## config.mk

```make
export PLATFORM = sky130hd
export DESIGN_NAME = dct_transpose_flat
export DESIGN_NICKNAME = d
export VERILOG_FILES = /design/src/rtl/dct_pkg.sv /design/src/rtl/dct_transpose_if.sv /design/src/rtl/dct_tr_bank.sv /design/src/rtl/dct_transpose.sv /design/src/flat_wrapper.sv
export SDC_FILE = /design/constraint.sdc
export NUM_CORES = 2
export LEC_CHECK = 0
export CAP_MARGIN = 20
export CORE_MARGIN = 2
export CORE_UTILIZATION = 40
export DETAILED_ROUTE_END_ITERATION = 8
export HOLD_SLACK_MARGIN = 0.1
export REMOVE_ABC_BUFFERS = 1
export SKIP_LAST_GASP = 1
export SYNTH_ARGS = -nofsm -noshare
export SYNTH_HDL_FRONTEND = slang
export SYNTH_SLANG_ARGS = --single-unit
```

## constraint.sdc

```tcl
create_clock -name clk -period 76 [get_ports clk]
set_clock_uncertainty 0.2 [all_clocks]
set_input_delay 22.8 -clock clk [delete_from_list [all_inputs] [get_ports clk]]
set_output_delay 22.8 -clock clk [all_outputs]
set_load 0.03 [all_outputs]
```

## src/rtl/dct_pkg.sv

```systemverilog
`default_nettype none
// ============================================================================
//  Module      : dct_pkg
//  Description : Shared constants and types for the 8-point 2-D DCT datapath
//                (transform size, coefficient width, row/column vector type
//                and the transpose-bank occupancy state).
//  Revision    : 1.0 - initial release
// ============================================================================
package dct_pkg;

    localparam int DCT_N      = 8;
    localparam int DCT_COEF_W = 16;
    localparam int DCT_IDX_W  = 3;

    // One row or one column of signed coefficients.
    typedef logic signed [DCT_COEF_W-1:0] dct_vec_t [DCT_N];

    typedef enum logic [1:0] {
        EMPTY = 2'd0,
        FILL  = 2'd1,
        FULL  = 2'd2,
        DRAIN = 2'd3
    } bank_state_e;

endpackage : dct_pkg
`default_nettype wire

```

## src/rtl/dct_transpose_if.sv

```systemverilog
`default_nettype none
// ============================================================================
//  Module      : dct_transpose_if
//  Description : Streaming row-in / column-out bundle for the DCT transpose
//                buffer.
//                s_valid/s_ready/s_data       : row input stream
//                m_valid/m_ready/m_data       : column output stream
//                m_col                        : index of presented column
//                m_last                       : high with m_col == 7
//                modport slave  - transpose buffer side
//                modport master - producer/consumer side
//  Revision    : 1.0 - initial release
// ============================================================================
interface dct_transpose_if
    import dct_pkg::*;
#(
    parameter int DATA_W = DCT_COEF_W
);
    logic                     s_valid;
    logic                     s_ready;
    logic signed [DATA_W-1:0] s_data [DCT_N];
    logic                     m_valid;
    logic                     m_ready;
    logic signed [DATA_W-1:0] m_data [DCT_N];
    logic [DCT_IDX_W-1:0]     m_col;
    logic                     m_last;

    modport slave (
        input  s_valid, s_data, m_ready,
        output s_ready, m_valid, m_data, m_col, m_last
    );

    modport master (
        output s_valid, s_data, m_ready,
        input  s_ready, m_valid, m_data, m_col, m_last
    );

endinterface : dct_transpose_if
`default_nettype wire

```

## src/rtl/dct_tr_bank.sv

```systemverilog
`default_nettype none
// ============================================================================
//  Module      : dct_tr_bank
//  Description : One 8x8 coefficient register bank. Written a whole row at a
//                time, read a whole column at a time (combinational).
//  Ports       : clk, rst     - clock, asynchronous active-high reset
//                we, wr_row   - row write strobe and row index
//                wr_data      - row to store
//                rd_col       - column index
//                rd_data      - column read data (element r = row r)
//  Revision    : 1.0 - initial release
// ============================================================================
module dct_tr_bank
    import dct_pkg::*;
#(
    parameter int DATA_W = DCT_COEF_W
) (
    input  wire logic                     clk,
    input  wire logic                     rst,
    input  wire logic                     we,
    input  wire logic [DCT_IDX_W-1:0]     wr_row,
    input  wire logic signed [DATA_W-1:0] wr_data [DCT_N],
    input  wire logic [DCT_IDX_W-1:0]     rd_col,
    output logic signed [DATA_W-1:0]      rd_data [DCT_N]
);

    logic signed [DATA_W-1:0] r_mem [DCT_N][DCT_N];

    always_ff @(posedge clk or posedge rst) begin
        if (rst) begin
            for (int r = 0; r < DCT_N; r++) begin
                for (int c = 0; c < DCT_N; c++) begin
                    r_mem[r][c] <= '0;
                end
            end
        end else if (we) begin
            for (int c = 0; c < DCT_N; c++) begin
                r_mem[wr_row][c] <= wr_data[c];
            end
        end
    end

    always_comb begin
        for (int r = 0; r < DCT_N; r++) begin
            rd_data[r] = r_mem[r][rd_col];
        end
    end

endmodule : dct_tr_bank
`default_nettype wire

```

## src/rtl/dct_transpose.sv

```systemverilog
`default_nettype none
// ============================================================================
//  Module      : dct_transpose
//  Description : Row-to-column transpose buffer between the row and column
//                passes of the 8x8 DCT. Collects eight rows into a bank,
//                then emits the bank column by column.
//  Ports       : clk, rst - clock, asynchronous active-high reset
//                bus      - dct_transpose_if.slave (row in, column out)
//  Config      : DCT_TRANSPOSE_PINGPONG_EN - two banks, fill one while the
//                other drains; otherwise a single bank.
//  Revision    : 1.0 - initial release
// ============================================================================
module dct_transpose
    import dct_pkg::*;
#(
    parameter int DATA_W = DCT_COEF_W
) (
    input  wire logic       clk,
    input  wire logic       rst,
    dct_transpose_if.slave  bus
);

`ifdef DCT_TRANSPOSE_PINGPONG_EN
    localparam int NUM_BANKS = 2;
`else
    localparam int NUM_BANKS = 1;
`endif

    bank_state_e              r_bank_st     [NUM_BANKS];
    bank_state_e              w_bank_st_nxt [NUM_BANKS];
    bank_state_e              w_wr_st;
    bank_state_e              w_rd_st;
    logic [DCT_IDX_W-1:0]     r_wr_row;
    logic [DCT_IDX_W-1:0]     r_rd_col;
    logic                     w_wr_bank;
    logic                     w_rd_bank;
    logic                     w_wr_fire;
    logic                     w_rd_fire;
    logic signed [DATA_W-1:0] w_bank_rd [NUM_BANKS][DCT_N];

    // ---------------------------------------------------------------- pointers
`ifdef DCT_TRANSPOSE_PINGPONG_EN
    logic r_wr_bank;
    logic r_rd_bank;

    // Bank pointers flip on the last row / last column of a block.
    always_ff @(posedge clk or posedge rst) begin
        if (rst) begin
            r_wr_bank <= 1'b0;
            r_rd_bank <= 1'b0;
        end else begin
            if (w_wr_fire && (r_wr_row == 3'd7)) begin
                r_wr_bank <= ~r_wr_bank;
            end
            if (w_rd_fire && (r_rd_col == 3'd7)) begin
                r_rd_bank <= ~r_rd_bank;
            end
        end
    end

    assign w_wr_bank = r_wr_bank;
    assign w_rd_bank = r_rd_bank;
`else
    assign w_wr_bank = 1'b0;
    assign w_rd_bank = 1'b0;
`endif

    // ------------------------------------------------------- selected states
    always_comb begin
        w_wr_st = EMPTY;
        w_rd_st = EMPTY;
        for (int b = 0; b < NUM_BANKS; b++) begin
            if (w_wr_bank == 1'(b)) w_wr_st = r_bank_st[b];
            if (w_rd_bank == 1'(b)) w_rd_st = r_bank_st[b];
        end
    end

    // Handshake qualifiers come from registered bank state only.
    assign bus.s_ready = (w_wr_st == EMPTY) || (w_wr_st == FILL);
    assign bus.m_valid = (w_rd_st == FULL)  || (w_rd_st == DRAIN);
    assign w_wr_fire   = bus.s_valid && bus.s_ready;
    assign w_rd_fire   = bus.m_valid && bus.m_ready;

    // ------------------------------------------------------ bank state FSMs
    always_ff @(posedge clk or posedge rst) begin
        if (rst) begin
            for (int b = 0; b < NUM_BANKS; b++) begin
                r_bank_st[b] <= EMPTY;
            end
        end else begin
            for (int b = 0; b < NUM_BANKS; b++) begin
                r_bank_st[b] <= w_bank_st_nxt[b];
            end
        end
    end

    // A bank is never writable and readable at once, so the write and read
    // updates below never touch the same bank in the same cycle.
    always_comb begin
        for (int b = 0; b < NUM_BANKS; b++) begin
            w_bank_st_nxt[b] = r_bank_st[b];
            if (w_wr_fire && (w_wr_bank == 1'(b))) begin
                if (r_wr_row == 3'd7) begin
                    w_bank_st_nxt[b] = FULL;
                end else if (r_bank_st[b] == EMPTY) begin
                    w_bank_st_nxt[b] = FILL;
                end
            end
            if (w_rd_fire && (w_rd_bank == 1'(b))) begin
                if (r_rd_col == 3'd7) begin
                    w_bank_st_nxt[b] = EMPTY;
                end else if (r_bank_st[b] == FULL) begin
                    w_bank_st_nxt[b] = DRAIN;
                end
            end
        end
    end

    // --------------------------------------------------------------- counters
    // 3-bit counters wrap 7 -> 0 on their own.
    always_ff @(posedge clk or posedge rst) begin
        if (rst) begin
            r_wr_row <= '0;
            r_rd_col <= '0;
        end else begin
            if (w_wr_fire) r_wr_row <= r_wr_row + 3'd1;
            if (w_rd_fire) r_rd_col <= r_rd_col + 3'd1;
        end
    end

    // ------------------------------------------------------------------ banks
    for (genvar b = 0; b < NUM_BANKS; b++) begin : g_bank
        dct_tr_bank #(
            .DATA_W (DATA_W)
        ) u_bank (
            .clk     (clk),
            .rst     (rst),
            .we      (w_wr_fire && (w_wr_bank == 1'(b))),
            .wr_row  (r_wr_row),
            .wr_data (bus.s_data),
            .rd_col  (r_rd_col),
            .rd_data (w_bank_rd[b])
        );
    end

    // ------------------------------------------------------------ column out
    always_comb begin
        bus.m_data = w_bank_rd[0];
        for (int b = 0; b < NUM_BANKS; b++) begin
            if (w_rd_bank == 1'(b)) bus.m_data = w_bank_rd[b];
        end
    end

    assign bus.m_col  = r_rd_col;
    assign bus.m_last = (r_rd_col == 3'd7);

endmodule : dct_transpose
`default_nettype wire

```

## src/flat_wrapper.sv

```systemverilog
// flat-port wrapper written by rule: the top's interface ports become plain ports
module dct_transpose_flat import dct_pkg::*;
#(
    parameter int DATA_W = DCT_COEF_W
)
  (clk, rst, bus_s_valid, bus_s_data, bus_m_ready, bus_s_ready, bus_m_valid, bus_m_data, bus_m_col, bus_m_last);
  dct_transpose_if #(.DATA_W(DATA_W)) bus_i ();
  input  wire logic clk;
  input  wire logic rst;
  input wire logic [$bits(bus_i.s_valid)-1:0] bus_s_valid;
  input wire logic [$bits(bus_i.s_data)-1:0] bus_s_data;
  input wire logic [$bits(bus_i.m_ready)-1:0] bus_m_ready;
  output wire logic [$bits(bus_i.s_ready)-1:0] bus_s_ready;
  output wire logic [$bits(bus_i.m_valid)-1:0] bus_m_valid;
  output wire logic [$bits(bus_i.m_data)-1:0] bus_m_data;
  output wire logic [$bits(bus_i.m_col)-1:0] bus_m_col;
  output wire logic [$bits(bus_i.m_last)-1:0] bus_m_last;
  assign bus_i.s_valid = bus_s_valid;
  assign bus_i.s_data = {>>{bus_s_data}};
  assign bus_i.m_ready = bus_m_ready;
  assign bus_s_ready = bus_i.s_ready;
  assign bus_m_valid = bus_i.m_valid;
  assign bus_m_data = {>>{bus_i.m_data}};
  assign bus_m_col = bus_i.m_col;
  assign bus_m_last = bus_i.m_last;
  dct_transpose #(.DATA_W(DATA_W)) u_core (.clk(clk), .rst(rst), .bus(bus_i));
endmodule
```

==> impl_metrics.csv <==
group,metric,value,unit
setup_path,worst-r2r-cell-count,5,
setup_path,critical_path.max_stage_delay,0.88,ns
clocking,clock_insertion_delay_worst_skew,0.69,ns
timing,max-slew-margin-rel,0.256,
setup_path,reg2reg_setup_slack,72.46,ns
route,wl_per_cell,23.9,um
timing,achievable-frequency,34.7,MHz
die,design.portCount,266,
clocking,post_cts.resized_instances,0,
setup_path,timing.setup.critical_path_class,"reg -> out",
finish,area_growth_syn_to_layout,16.2,%
route,drc,0,
min_path,hold_path_class,"reg -> reg",
finish,post_route_cells_drive_above_1_share,0.527,
setup_path,setup.worst_path.start,"u_core.bus.m_col[0]$_DFFE_PP0P_",
finish,sequential_cell_area,0.0258,sq mm
grt,globalRoute.totalOverflow,0,
grt,grt_antenna_before_repair,8,
setup_path,startpoint_type,"flip-flop",
timing,report.final.setup_viol,0,
synth,synth_area,0.0462,sq mm
route,route.final.wire_length,107000,um
setup_path,slowest_library_cell_on_the_worst_path,"sky130_fd_sc_hd__dfrtp_4",
setup_path,crit_path_end_kind,"primary output",
timing,period_utilisation_layout,0.379,
timing,whs,0.287,ns
synth,synth_cell_types,25,
synth,synth_largest_type_area_fraction,0.558,
place,placement.setup.worst_slack,47.28,ns
setup_path,crit_path_frequent_cell,"sky130_fd_sc_hd__buf_4",
die,rows,124,
synth,postSynthRegisterBits,1031,
timing,grt_setup_unrepaired,"no",
grt,pin_count_of_the_biggest_net_entering_global_routing,176,
grt,gr-usage-all-layers,0.184,
finish,finalCoreUtilization,0.469,
setup_path,critical_path.n_buffers_inverters,4,
die,floorplan.die_area,0.118,sq mm
setup_path,timing.critical_path.required,53.00,ns
timing,tightestPinTransition,1.12,ns
finish,design.final.nets,3015,
route,postRouteAntennaNets,0,
clocking,holdBufCountCts,0,
place,routabilityCongestion,0.739,
synth,postSynthAreaPerCell,17.4,sq um
finish,combined_area_of_the_multi_input_logic_cells,0.0192,sq mm
place,io_buffers,265,
synth,synth.top_cells.by_area,"sky130_fd_sc_hd__dfrtp_1 56%, sky130_fd_sc_hd__mux2_2 28%, sky130_fd_sc_hd__mux4_2 10%",
finish,layout.cells.most_common_list,"1129 x sky130_fd_sc_hd__mux2_2, 1028 x sky130_fd_sc_hd__dfrtp_1, 265 x sky130_fd_sc_hd__clkdlybuf4s50_1",
timing,slew_violations,0,
setup_path,regToRegEndpoint,"u_core.g_bank[0].u_bank.r_mem[190]$_DFFE_PP0P_",
die,core_area,0.115,sq mm
route,dr_vias_cell,5.48,
timing,worst_slack,47.21,ns
die,fp.dieW,344,um
place,detailed_place_hpwl,65400,um
run,number_of_max_cap_violations,0,
synth,synth.largest_area_cell,"sky130_fd_sc_hd__dfrtp_1",
synth,synth-seq-area-share,0.558,
finish,layout.filler_cells,9591,
clocking,cts_tree,"built",
clocking,clock_tree.buffer_depth,3,
clocking,clock-root-buffer,"sky130_fd_sc_hd__clkbuf_16",
timing,final.min_clock_period,28.79,ns
die,initial_utilization,0.404,
setup_path,worst_r2r_startpoint,"u_core.r_bank_st[1]$_DFF_PP0_",
pwr,power.leakage,0.0229,uW
grt,first_global_vias,27700,
setup_path,arrival,5.79,ns
clocking,cts.sink_count,1031,
route,drt_first_pass_iters,5,
setup_path,timing.critical_path.fanout_max,46,
setup_path,path_delay_family,"buffers and inverters",
route,number_of_violations_reported_at_the_end_of_detailed_routing_iteration_0,1113,
synth,synthesis.instances,2655,
clocking,cts_max_level,3,
grt,grt_first_pass_wirelength,168000,um
pwr,vdd_ir_drop_max,0.0418,mV
clocking,postCtsSetupRepairBufs,0,
timing,final-hold-violation-count,0,
die,die_height,344,um
route,via_count,24600,
setup_path,worst-path-stages,6,
finish,mostFrequentLayoutCell,"sky130_fd_sc_hd__mux2_2",
synth,synth_warnings,0,
clocking,clk_transition_reported_paths,0.06,ns
setup_path,crit_path_cell_trace,"buf_4, buf_4, buf_4, mux4_2, mux2_2, clkdlybuf4s50_1",
clocking,numCtsBuffers,109,
outcome,run_status,"finished, final reports clean",
timing,setup_tns_final,0,ns
setup_path,timing.critical_path.to,"bus_m_data[89]",
pwr,powerDensity,49.9,mW/mm^2
-- layout make-up --
class	count	share of cell area
antenna	2	0.0000932
clock buffer	162	0.0607
clock inverter	39	0.00909
inverter	2	0.000280
multi-input combinational	1435	0.357
sequential	1031	0.481
tap	1512	0.0352
timing repair buffer	300	0.0567
-- how the worst min path moves through the flow --
stage,start,to,cells past startpoint
after floorplan,u_core.g_bank[0].u_bank.r_mem[785]$_DFFE_PP0P_,u_core.g_bank[0].u_bank.r_mem[785]$_DFFE_PP0P_,1
after global placement,u_core.g_bank[0].u_bank.r_mem[785]$_DFFE_PP0P_,u_core.g_bank[0].u_bank.r_mem[785]$_DFFE_PP0P_,1
after detailed placement,u_core.g_bank[0].u_bank.r_mem[769]$_DFFE_PP0P_,u_core.g_bank[0].u_bank.r_mem[769]$_DFFE_PP0P_,1
after CTS,u_core.g_bank[0].u_bank.r_mem[769]$_DFFE_PP0P_,u_core.g_bank[0].u_bank.r_mem[769]$_DFFE_PP0P_,1
after global routing,u_core.g_bank[0].u_bank.r_mem[731]$_DFFE_PP0P_,u_core.g_bank[0].u_bank.r_mem[731]$_DFFE_PP0P_,1
final,u_core.g_bank[0].u_bank.r_mem[769]$_DFFE_PP0P_,u_core.g_bank[0].u_bank.r_mem[769]$_DFFE_PP0P_,1
-- through the flow --
step	std cells	cell area (sq um)	total power, uW
after detailed placement	4277	49800	2160
after global routing	4483	53700	2830
after floorplan	2468	44900	1870
after CTS	4478	53600	2720
after global placement	4276	49800	2110
final	4483	53700	2680
-- cell families (layout without fill, tap and decap cells) --
kind of cell             count (synthesis)  in the layout  synth area share
other                                    0              2                 0
flip-flops                            1031           1031             0.558
AO/OA/AOI/OAI                            1              1          0.000108
multiplexers                          1412           1412             0.410
buffers and inverters                  189            503            0.0280
AND/OR/NAND/NOR                         16             16           0.00230
adder cells (fa/ha/maj)                  4              4           0.00108
XOR/XNOR                                 2              2          0.000379
-- cell usage after synthesis (all sizes together) --
master / count
clkbuf: 17
nor2: 3
mux2: 1156
nor2b: 1
nor3b: 3
xnor2: 1
nand3b: 3
nand3: 1
buf: 170
a21oi: 1
ha: 4
mux4: 256
dfrtp: 1031
inv: 2
nand2: 3
xor2: 1
and3: 2
-- metal layers --
metal | vias up | part of all wire | global-route usage
met2 | 428 | 0.49 | 0.304
met5 | - | 0.00055 | 0
met4 | 12 | 0.022 | 0.0535
met1 | 13500 | 0.44 | 0.250
met3 | 155 | 0.041 | 0.0326
li1 | 10500 | - | -
-- state kept, by name, summed over array words and instances, names as in the netlist --
| register | count |
|---|---|
| u_core.r_bank_st | 1 |
| u_core.r_wr_row | 3 |
| u_core.g_bank.u_bank.r_mem | 1024 |
| u_core.bus.m_col | 3 |
-- power by group --
group	total (uW)	leakage, uW	switching, uW	internal, uW
logic	1160	0.00831	516	643
clock network	548	0.00185	218	330
registers	973	0.0127	150	823
total	2680	0.0229	884	1800
No activity file was read; power rests on OpenSTA's default activity.
